==> config.mk <==
export PLATFORM = sky130hd
export DESIGN_NAME = serial_add_sub
export DESIGN_NICKNAME = d
export VERILOG_FILES = /design/src/rtl/serial_add_sub.sv
export SDC_FILE = /design/constraint.sdc
export NUM_CORES = 1
export LEC_CHECK = 0
export ABC_AREA = 1
export BUFFER_PORTS_ARGS = -buffer_cell sky130_fd_sc_hd__buf_2
export CORE_ASPECT_RATIO = 1.2
export CORE_UTILIZATION = 49
export DETAILED_ROUTE_END_ITERATION = 8
export GPL_TIMING_DRIVEN = 1
export PLACE_DENSITY = 0.74
export SLEW_MARGIN = 40
export SYNTH_ARGS = -nofsm -noshare
export SYNTH_HDL_FRONTEND = slang
export SYNTH_SLANG_ARGS = --single-unit
==> constraint.sdc <==
create_clock -name clk -period 1.2 [get_ports clk]
set_input_delay 0.06 -clock clk [delete_from_list [all_inputs] [get_ports clk]]
set_output_delay 0.06 -clock clk [all_outputs]
set_load 0.01 [all_outputs]
==> src/rtl/serial_add_sub.sv <==
// Bit-serial adder/subtractor: one full-adder cell processes one bit per clock, LSB first.
// Define SERIAL_ADD_SUB_OVF_EN to build the signed-overflow flag; otherwise ovf is tied to 0.
module serial_add_sub #(
    parameter int WIDTH = 8
) (
    input  logic             clk,
    input  logic             rst_n,
    input  logic             start,
    input  logic             sub,
    input  logic [WIDTH-1:0] A,
    input  logic [WIDTH-1:0] B,
    output logic [WIDTH-1:0] S,
    output logic             C,
    output logic             busy,
    output logic             done,
    output logic             ovf,
    output logic [1:0]       state_dbg
);

    localparam int CW = $clog2(WIDTH + 1);
    localparam logic [CW-1:0] LAST = CW'(WIDTH - 1);

    typedef enum logic [1:0] {
        IDLE = 2'd0,
        RUN  = 2'd1,
        DONE = 2'd2
    } state_t;

    state_t           state_q;
    state_t           state_d;
    logic [WIDTH-1:0] a_sr;
    logic [WIDTH-1:0] b_sr;
    logic [WIDTH-1:0] psum;
    logic [CW-1:0]    cnt;
    logic             carry;
    logic             sum_bit;
    logic             carry_out;
    logic             last_bit;

    // Single full-adder cell shared by every bit position.
    assign sum_bit   = a_sr[0] ^ b_sr[0] ^ carry;
    assign carry_out = (a_sr[0] & b_sr[0]) | (carry & (a_sr[0] ^ b_sr[0]));
    assign last_bit  = (cnt == LAST);

    assign busy      = (state_q == RUN);
    assign done      = (state_q == DONE);
    assign state_dbg = state_q;

    always_ff @(posedge clk or negedge rst_n) begin
        if (!rst_n) begin
            state_q <= IDLE;
        end else begin
            state_q <= state_d;
        end
    end

    always_comb begin
        state_d = state_q;
        case (state_q)
            IDLE:    if (start) state_d = RUN;
            RUN:     if (last_bit) state_d = DONE;
            DONE:    state_d = IDLE;
            default: state_d = IDLE;
        endcase
    end

    // Subtraction is A + ~B + 1: the +1 enters as the initial carry.
    always_ff @(posedge clk or negedge rst_n) begin
        if (!rst_n) begin
            a_sr  <= '0;
            b_sr  <= '0;
            psum  <= '0;
            cnt   <= '0;
            carry <= 1'b0;
            S     <= '0;
            C     <= 1'b0;
        end else begin
            case (state_q)
                IDLE: begin
                    if (start) begin
                        a_sr  <= A;
                        b_sr  <= sub ? ~B : B;
                        carry <= sub;
                        psum  <= '0;
                        cnt   <= '0;
                    end
                end
                RUN: begin
                    a_sr  <= a_sr >> 1;
                    b_sr  <= b_sr >> 1;
                    carry <= carry_out;
                    psum  <= {sum_bit, psum[WIDTH-1:1]};
                    cnt   <= cnt + CW'(1);
                    if (last_bit) begin
                        S <= {sum_bit, psum[WIDTH-1:1]};
                        C <= carry_out;
                    end
                end
                default: ;
            endcase
        end
    end

`ifdef SERIAL_ADD_SUB_OVF_EN
    // On the last bit, the carry register holds the carry into the MSB.
    always_ff @(posedge clk or negedge rst_n) begin
        if (!rst_n) begin
            ovf <= 1'b0;
        end else if (state_q == RUN && last_bit) begin
            ovf <= carry ^ carry_out;
        end
    end
`else
    assign ovf = 1'b0;
`endif

endmodule

* Word-level counts from Yosys, hierarchy flattened
Cells that the tools add are included.
** Cells by class
- Add/subtract/negate cells :: 1
- Equal/unequal tests :: 5
- Mux-type cells :: 14
- Bitwise logic cells :: 6
- Reduce and logical (&&, ||, !) cells :: 5
** Operators by type and width (count)
- $pmux W8 S2 :: 3
- $mux W8 :: 4
- $not A8 Y8 :: 1
- $pmux W4 S2 :: 1
- $reduce_and A2 Y1 :: 3
- $add A4 B1 Y4 const B :: 1
- $eq A4 B3 Y1 const B :: 1
- $mux W2 :: 2
- $mux W4 :: 1
- $pmux W2 S2 :: 1
- $and A1 B1 Y1 :: 2
- $eq A2 B1 Y1 const B :: 1
- $eq A2 B2 Y1 const B :: 1
- $logic_not A2 Y1 :: 1
- $ne A2 B1 Y1 const B :: 1
- $ne A2 B2 Y1 const B :: 1
- $pmux W1 S2 :: 1
- $reduce_bool A2 Y1 :: 1
- $xor A1 B1 Y1 :: 2
- $mux W1 :: 1
- $or A1 B1 Y1 :: 1
** Storage, ports and cells
- Bits in registers :: 40
- Output and inout port bits :: 14
- Logic and storage cells :: 39

* Depth between registers and ports, before layout
Gate-level depths: netlist (run 1).
- Depth after elaboration :: 4
- Mapped depth :: 6

* Least setup slack after synthesis (run 1)
OpenSTA, ideal clock, no wires.
- Path type :: register -> register
- Start :: register state_q[0], in the netlist state_dbg[0]
- End :: register b_sr[0]
- Setup time :: 0.068 ns
- Arrival time :: 1.048 ns
- Data required time :: 1.132 ns
- Setup slack :: 0.084 ns
- Stages on the path, launching flop included :: 6
- Clock period less this slack :: 1.116 ns
- Cell sequence :: dfrtp_1 nor2_2 nand2_2 inv_2 nand2_1 nand3_1
** On the way
- Cells in the longest elaborated chain, start to end :: 3
** Ends and longest elaborated chain
- start: declaration :: line 29 : state_t state_q;
- start signal: assignment :: line 53 : state_q <= state_d;
- $eq A2 B1 Y1 / $logic_not A2 Y1 (equally long branches) :: line 78 : case (state_q)
- $reduce_bool A2 Y1 (no line) / $ne A2 B2 Y1 (equally long branches)
- $reduce_and A2 Y1 (no line)
- end signal: assignment :: line 82 : b_sr <= sub ? ~B : B;
- end signal: assignment :: line 90 : b_sr <= b_sr >> 1;
- end: declaration :: line 32 : logic [WIDTH-1:0] b_sr;
Several ways; a longest one is shown, not always the timed one.
A chain may end at the register's enable or synchronous reset.

* Worst setup path in the final report (run 1)
- Start :: register state_q[0], in the netlist state_dbg[0]
- End :: output done
** On the way
- Cells in the longest elaborated chain, start to end :: 1
** Ends and longest elaborated chain
- $eq A2 B2 Y1 :: line 46 : assign done = (state_q == DONE);
- end: declaration :: line 15 : output logic done,
No other way between the ends.

==> results of run 1 <==
final timing paths:
| check | endpoint | slack, ns | depth (start not counted) |
|---|---|---|---|
| max | done | 0.01 | 3 |
| min in group asynchronous | cnt[3] | 0.23 | 2 |
| min reg2reg | S[5] | 0.48 | 2 |
| max in group asynchronous | state_dbg[1] | 0.50 | 3 |
| max reg2reg | C | 0.02 | 6 |
| min | a_sr[0] | 0.02 | 3 |
kinds of logic (layout without fill, tap and decap cells):
kind of cell / Yosys count / after routing / synth area share [%]
other: 1 / 1 / 0.202
AND/OR/NAND/NOR: 157 / 158 / 37.7
AO/OA/AOI/OAI: 4 / 4 / 1.08
adder cells (fa/ha/maj): 2 / 2 / 1.75
flip-flops: 39 / 39 / 52.5
XOR/XNOR: 1 / 1 / 0.471
buffers and inverters: 22 / 68 / 6.32
state kept, by name, indices dropped and copies added, names as in the netlist:
register,count
psum,7
b_sr,8
state_dbg,2
C,1
S,8
carry,1
a_sr,8
cnt,4
cell usage after synthesis (2+ instances only):
| cell type | n | area [um^2] |
|---|---|---|
| nand2_1 | 92 | 345 |
| dfrtp_1 | 39 | 976 |
| buf_2 | 4 | 20.0 |
| nand3_1 | 53 | 265 |
| inv_2 | 3 | 11.3 |
| buf_6 | 2 | 22.5 |
| o21ai_0 | 4 | 20.0 |
| buf_4 | 4 | 30.0 |
| nor2_4 | 2 | 22.5 |
| nand2_4 | 2 | 22.5 |
| nand2_2 | 2 | 12.5 |
| nor2_1 | 3 | 11.3 |
| inv_1 | 9 | 33.8 |
area by class of cell:
| cell class | instances | area share (%) |
|---|---|---|
| Multi-Input combinational cell | 166 | 34.9 |
| Clock inverter | 3 | 2.83 |
| Timing Repair Buffer | 48 | 13.7 |
| Tap cell | 52 | 2.72 |
| Clock buffer | 5 | 2.88 |
| Sequential cell | 39 | 40.9 |
| Inverter | 12 | 2.09 |
worst max-delay path: stages, from the launching register on:
cell and delay [ns]:
dfrtp_2 0.41, buf_4 0.16, nor2_2 0.12, buf_2 0.14
layer usage:
layer | part of all wire, % | track usage (%) | wire length [um] | vias to the layer above
li1 | - | - | - | 810
met1 | 46 | 31.2 | 1850 | 762
met2 | 48 | 34.1 | 1940 | 46
met3 | 4.6 | 5.78 | 186 | 6
met4 | 1.7 | 7.94 | 67 | 0
met5 | 0 | 0 | 0 | -
power by group through the flow:
stage / Clock [mW] / Combinational, mW / Sequential [mW]
finish: 1.30 / 2.25 / 2.24
global route: 1.35 / 2.57 / 2.31
floorplan: 0 / 1.25 / 2.26
detailed placement: 0 / 1.98 / 2.23
CTS: 1.32 / 2.10 / 2.20
global placement: 0 / 1.94 / 2.22
what timing repair did:
action,4_1_cts,5_1_grt
setup endpoints to repair,10,23
hold buffers,2,0
gates resized for setup,4,18
pin swaps,2,7
gates cloned,1,0
endpoints found under the hold margin,17,0
buffers inserted,2,4
==> impl_results.md, run 1 <==
* Slew Viols, Final at 0
* Placement Setup Slack at -0.0631 ns
* Worst Setup SP: state_dbg[0]
* Final setup vio count at 0
* Htree depth at 2
* # DRC at 0
* Worst setup SP type: flop
* Final period utilization at 99.2%
* Top FF cell, synth: dfrtp_1
* Root buffer cell: clkbuf_8
* Initial antenna violation count at 0
* Routability Congestion at ~0.7
* PwrDens at ~2400 nW/um^2
* TritonCTS Buffers at 5
* Placed Cells at about 310
* Sw power at ~2.1 mW
* Post-synth EDFFs at 0
* Post-synthesis cell type count at 20
* Initial Util at between 50% and 60%
* Final hold vios at 0
* # clock sinks at 39
* Post-synthesis cell area at 1860 um^2
* CP Data Required Time at around 1.1 ns
* Buffers on Ports at 32
* Max-Cap Viols at 0
* Nets at approximately 290
* CTS tree: yes
* Top Ports at 34
* Area of the multi-input gates at approximately 830 um^2
* Hold WC Path Type: input pin to flop
* Synthesized Nets at between 200 and 250
* Async SR Flop Fraction at 100%
* Fin cells at about 330
* Core Util, Final at around two thirds
* Most common cell after layout, fill and taps aside: nand2_1
* Reg-to-Reg Start: cnt[0]
* Largest net degree at the start of global routing at 31
* Fin Clk Skew at around 0.007 ns
* Placed Instance Area at 2110 um^2
* Mean cell area of the mapped netlist at 8.23 um^2
* Sw Ratio at ~36%
* Clk buf depth at 2
* GR Util All Layers at around 23%
* Cells after synthesis at between 200 and 250
* # rows at 24
* Sequential cell area at slightly below 1000 um^2
* FF+latch count, synth at 39
* Fillers at 302
* Sum of negative setup slack at 0 ns
* Critical path type: flop to output port
* GRT Residual Overflow at 0
* Post-route cell area at ~2400 um^2
* First-pass GRT wire length at ~6900 um
* Detailed Route WL at between 4000 and 5000 um
* Critical path endpoint category: output port
* Hold path start: A[0]
* Comb power frac at 38.9%
* Ys Warns at 0
* Fmax at around 840 MHz
* Core box area at between 3000 and 4000 um^2
* ANT cells at 0
* Chip Height at just under 70 um
* Clock network fraction of design power at about 23%
* Sequential share of the synthesized area at between 50% and 60%
* CP Max Fanout at 4
* Crit path time final at between 1 and 1.5 ns
* Total number of vias at between 1500 and 2000
* Initial DRC count at 89
* Setup ws final at about 0.01 ns
* Remaining antenna violation count at 0
* RSZ-0062 raised after global routing: yes
* Lkg Pwr at ~1.3 nW
* Worst VDD drop at around 0.97 mV
* Die area at around 4000 um^2
* Status: completed
* Vias in the first global route at roughly 1500
* Hold WS at around 0.022 ns
* Synthesis-to-finish area growth at 28.5%
* Clock-pin slew on the worst setup and hold paths at approximately 0.08 ns
* Worst path arrival time at roughly 1.1 ns
* Pint at between 3 and 4 mW
* Share of layout cells above drive strength 1 at between 20% and 30%
* Die width at 58.3 um
* Sequential group share of total power at just under 40%
* Drt via density at roughly 5.0
* Total Power at 5.79 mW
* 1st-pass router iterations at 5
* Highest-count cells in the layout ignoring fill and taps: 88 x nand2_1, 52 x nand3_1, 37 x dfrtp_1, 32 x buf_2, 10 x buf_4
* Clk Latency, worst-skew pair at about 0.3 ns
* WL per Instance at between 10 and 15 um
* Dpl hpwl at 2560 um
(Power assumes the default switching activity.)
==> run 2, diff against run 1 <==
- CORE_UTILIZATION: 49 -> 51
- CTS_BUF_LIST: unset -> sky130_fd_sc_hd__clkbuf_4
- PLACE_DENSITY: 0.74 -> 0.77
==> run 2 against run 1 <==
Effect of this change:
- the flow now finishes with violations (design-rule violations, negative setup slack)
- non-clock buffer count rose by 12
- final area rose by 1.2%
- core utilization rose by 4.8 points
- clock power fell by 51%
- wire length rose by 0.47%
- global-route usage rose by 1.0 points
==> impl_results.md, run 2 (same netlist as run 1, synthesis figures left out) <==
* Crit path time final at 1.22 ns (+0.0268 ns)
* Final hold vios at 0 (unchanged)
* Setup ws final at -0.0168 ns (-0.0268 ns)
* ANT cells at 0 (unchanged)
* Slew Viols, Final at 0 (unchanged)
* Crit path largest cell delay at 0.48 ns (+0.07 ns)
* Sum of negative setup slack at -0.0444 ns (-0.0444 ns)
* # clock sinks at 39 (unchanged)
* Critical path type: flop to output port
* Core box area at 3420 um^2 (-5.8%)
* Registers with the most flip-flops: S x8, a_sr x8, b_sr x8
* Initial Util at 54.3% (+3.1 points)
* Highest-count cells in the layout ignoring fill and taps: 89 x nand2_1, 52 x nand3_1, 37 x dfrtp_1, 30 x buf_2, 16 x buf_4
* CP Max Fanout at 4 (unchanged)
* Hold WS at 0.0244 ns (+0.00228 ns)
* Worst setup SP type: flop
* Hold WC Path Type: input pin to flop
* 1st-pass router iterations at 6 (+1)
* Reg-to-Reg Start: cnt[1]
* Worst path arrival time at 1.16 ns (+0.03 ns)
* RSZ-0062 raised after global routing: yes
* CTS tree: yes
* Final period utilization at 101% (+2.2 points)
* Die width at 57.1 um (-1.9%)
* Final setup vio count at 4 (+4)
* Fmax at 822 MHz (-2.2%)
* Routability Congestion at 0.721 (+1.2%)
* Reg2Reg Setup Slack at -0.02 ns (-0.04 ns)
* Htree depth at 2 (unchanged)
* Worst VDD drop at 1.08 mV (+11%)
* Root buffer cell: clkbuf_4
* Synthesis-to-finish area growth at 30.0%
* PwrDens at 2210 nW/um^2 (-8.6%)
* Initial DRC count at 94 (+5.6%)
* TritonCTS Buffers at 5 (unchanged)
* Failing checks: design-rule violations, negative setup slack
* Cell count of the worst hold path at 5 (+2)
* Chip Height at 68.2 um (-1.9%)
* Slowest CP cell: dfrtp_2
* GRT Residual Overflow at 0 (unchanged)
* Clk Latency, worst-skew pair at 0.35 ns (+0.05 ns)
* CP cell instances: nor2_4 -> buf_12 -> buf_6
* GR Util All Layers at 23.5% (+1.0 points)
* Detailed Route WL at 4060 um (+0.47%)
* # rows at 23 (-4.2%)
* Top Ports at 34 (unchanged)
* Worst hold endpoint: b_sr[5]
* Status: finished with violations
* CP Data Required Time at 1.14 ns (about the same)
* Hold path start: B[5]
* Dpl hpwl at 2510 um (-2.1%)
* Nets at 307 (+4.4%)
* Buffers on Ports at 32 (unchanged)
* WL per Instance at 12.6 um (+1.1%)
* Largest net degree at the start of global routing at 40 (+29%)
* Critical path endpoint category: output port
* # DRC at 14 (+14)
* Reg2Reg Depth at 6 (unchanged)
* Remaining antenna violation count at 0 (unchanged)
* Vias in the first global route at 1584 (+6.5%)
* Clk buf depth at 2 (unchanged)
* Die area at 3890 um^2 (-3.8%)
* Placement Setup Slack at -0.0473 ns (+0.0158 ns)
* First-pass GRT wire length at 6850 um (-0.90%)
* Lkg Pwr at 1.30 nW (+1.4%)
* Initial antenna violation count at 0 (unchanged)
* Share of layout cells above drive strength 1 at 28.0% (+0.13 points)
* Core Util, Final at 70.6% (+4.8 points)
* Drt via density at 5.24 (+4.9%)
* Most common cell after layout, fill and taps aside: nand2_1
* Total Power at 5.35 mW (-7.6%)
* Max-Cap Viols at 0 (unchanged)
* Clock-pin slew on the worst setup and hold paths at 0.12 ns (+0.04 ns)
* Worst R2R End: S[0]
* Total number of vias at 1693 (+4.2%)
* Fin Clk Skew at 0.0163 ns (+0.00928 ns)
-- run 2: cell count changes in the layout (fill, tap and decap cells not counted), sizes merged --
cell	change
clkinv	+2
dlygate4sd3	+7
buf	+5
nor2	+1
bufinv	-2
-- run 2: worst max path at each step --
| stage | from | to | slack [ns] |
|---|---|---|---|
| global placement | cnt[0] | S[6] | 0.02 |
| global route | cnt[1] | S[0] | -0.08 |
| floorplan | state_dbg[0] | b_sr[0] | 0.08 |
| finish | state_dbg[1] | busy | -0.02 |
| CTS | state_dbg[1] | busy | -0.01 |
| detailed placement | cnt[1] | C | -0.05 |
-- run 2: final cells by class --
| type | count | area (um^2) |
|---|---|---|
| Clock inverter | 3 | 15.0 |
| Sequential cell | 39 | 978 |
| Multi-Input combinational cell | 167 | 860 |
| Clock buffer | 5 | 37.5 |
| Timing Repair Buffer | 60 | 434 |
| Tap cell | 37 | 46.3 |
| Inverter | 12 | 47.5 |
| Fill cell | 271 | 1010 |
-- run 2: power by group --
group | switching [mW] | internal (mW) | total [mW]
sequential | 0.385 | 1.86 | 2.24
clock | 0.418 | 0.215 | 0.633
combinational | 1.35 | 1.13 | 2.48
total | 2.15 | 3.20 | 5.35
-- run 2: routing by layer --
layer / GRT usage, % / routed length [um]
met1: 30.0 / 1780
met2: 38.7 / 1950
met3: 5.10 / 225
met4: 10.7 / 102
met5: 0 / 0
-- run 2: worst max-delay path, delay by kind of cell, from the launching register on --
kind	cells	cell delay [ns]
buffers and inverters	2	0.20
AND/OR/NAND/NOR	1	0.13
flip-flops	1	0.48
-- run 2: per-stage QoR --
stage          cell area [um^2]  cells
6_report                   2420    323
3_3_place_gp               2100    296
2_1_floorplan              1860    226
3_5_place_dp               2100    296
5_1_grt                    2420    323
4_1_cts                    2310    318
-- run 2: repair_timing --
| item | in CTS | in global routing |
|---|---|---|
| pin swaps | 2 | 11 |
| hold buffers | 9 | 0 |
| cloned | 1 | 1 |
| endpoints found under the setup margin | 12 | 36 |
| setup buffers | 4 | 4 |
| hold endpoints to repair | 47 | 0 |
| gates resized for setup | 9 | 16 |
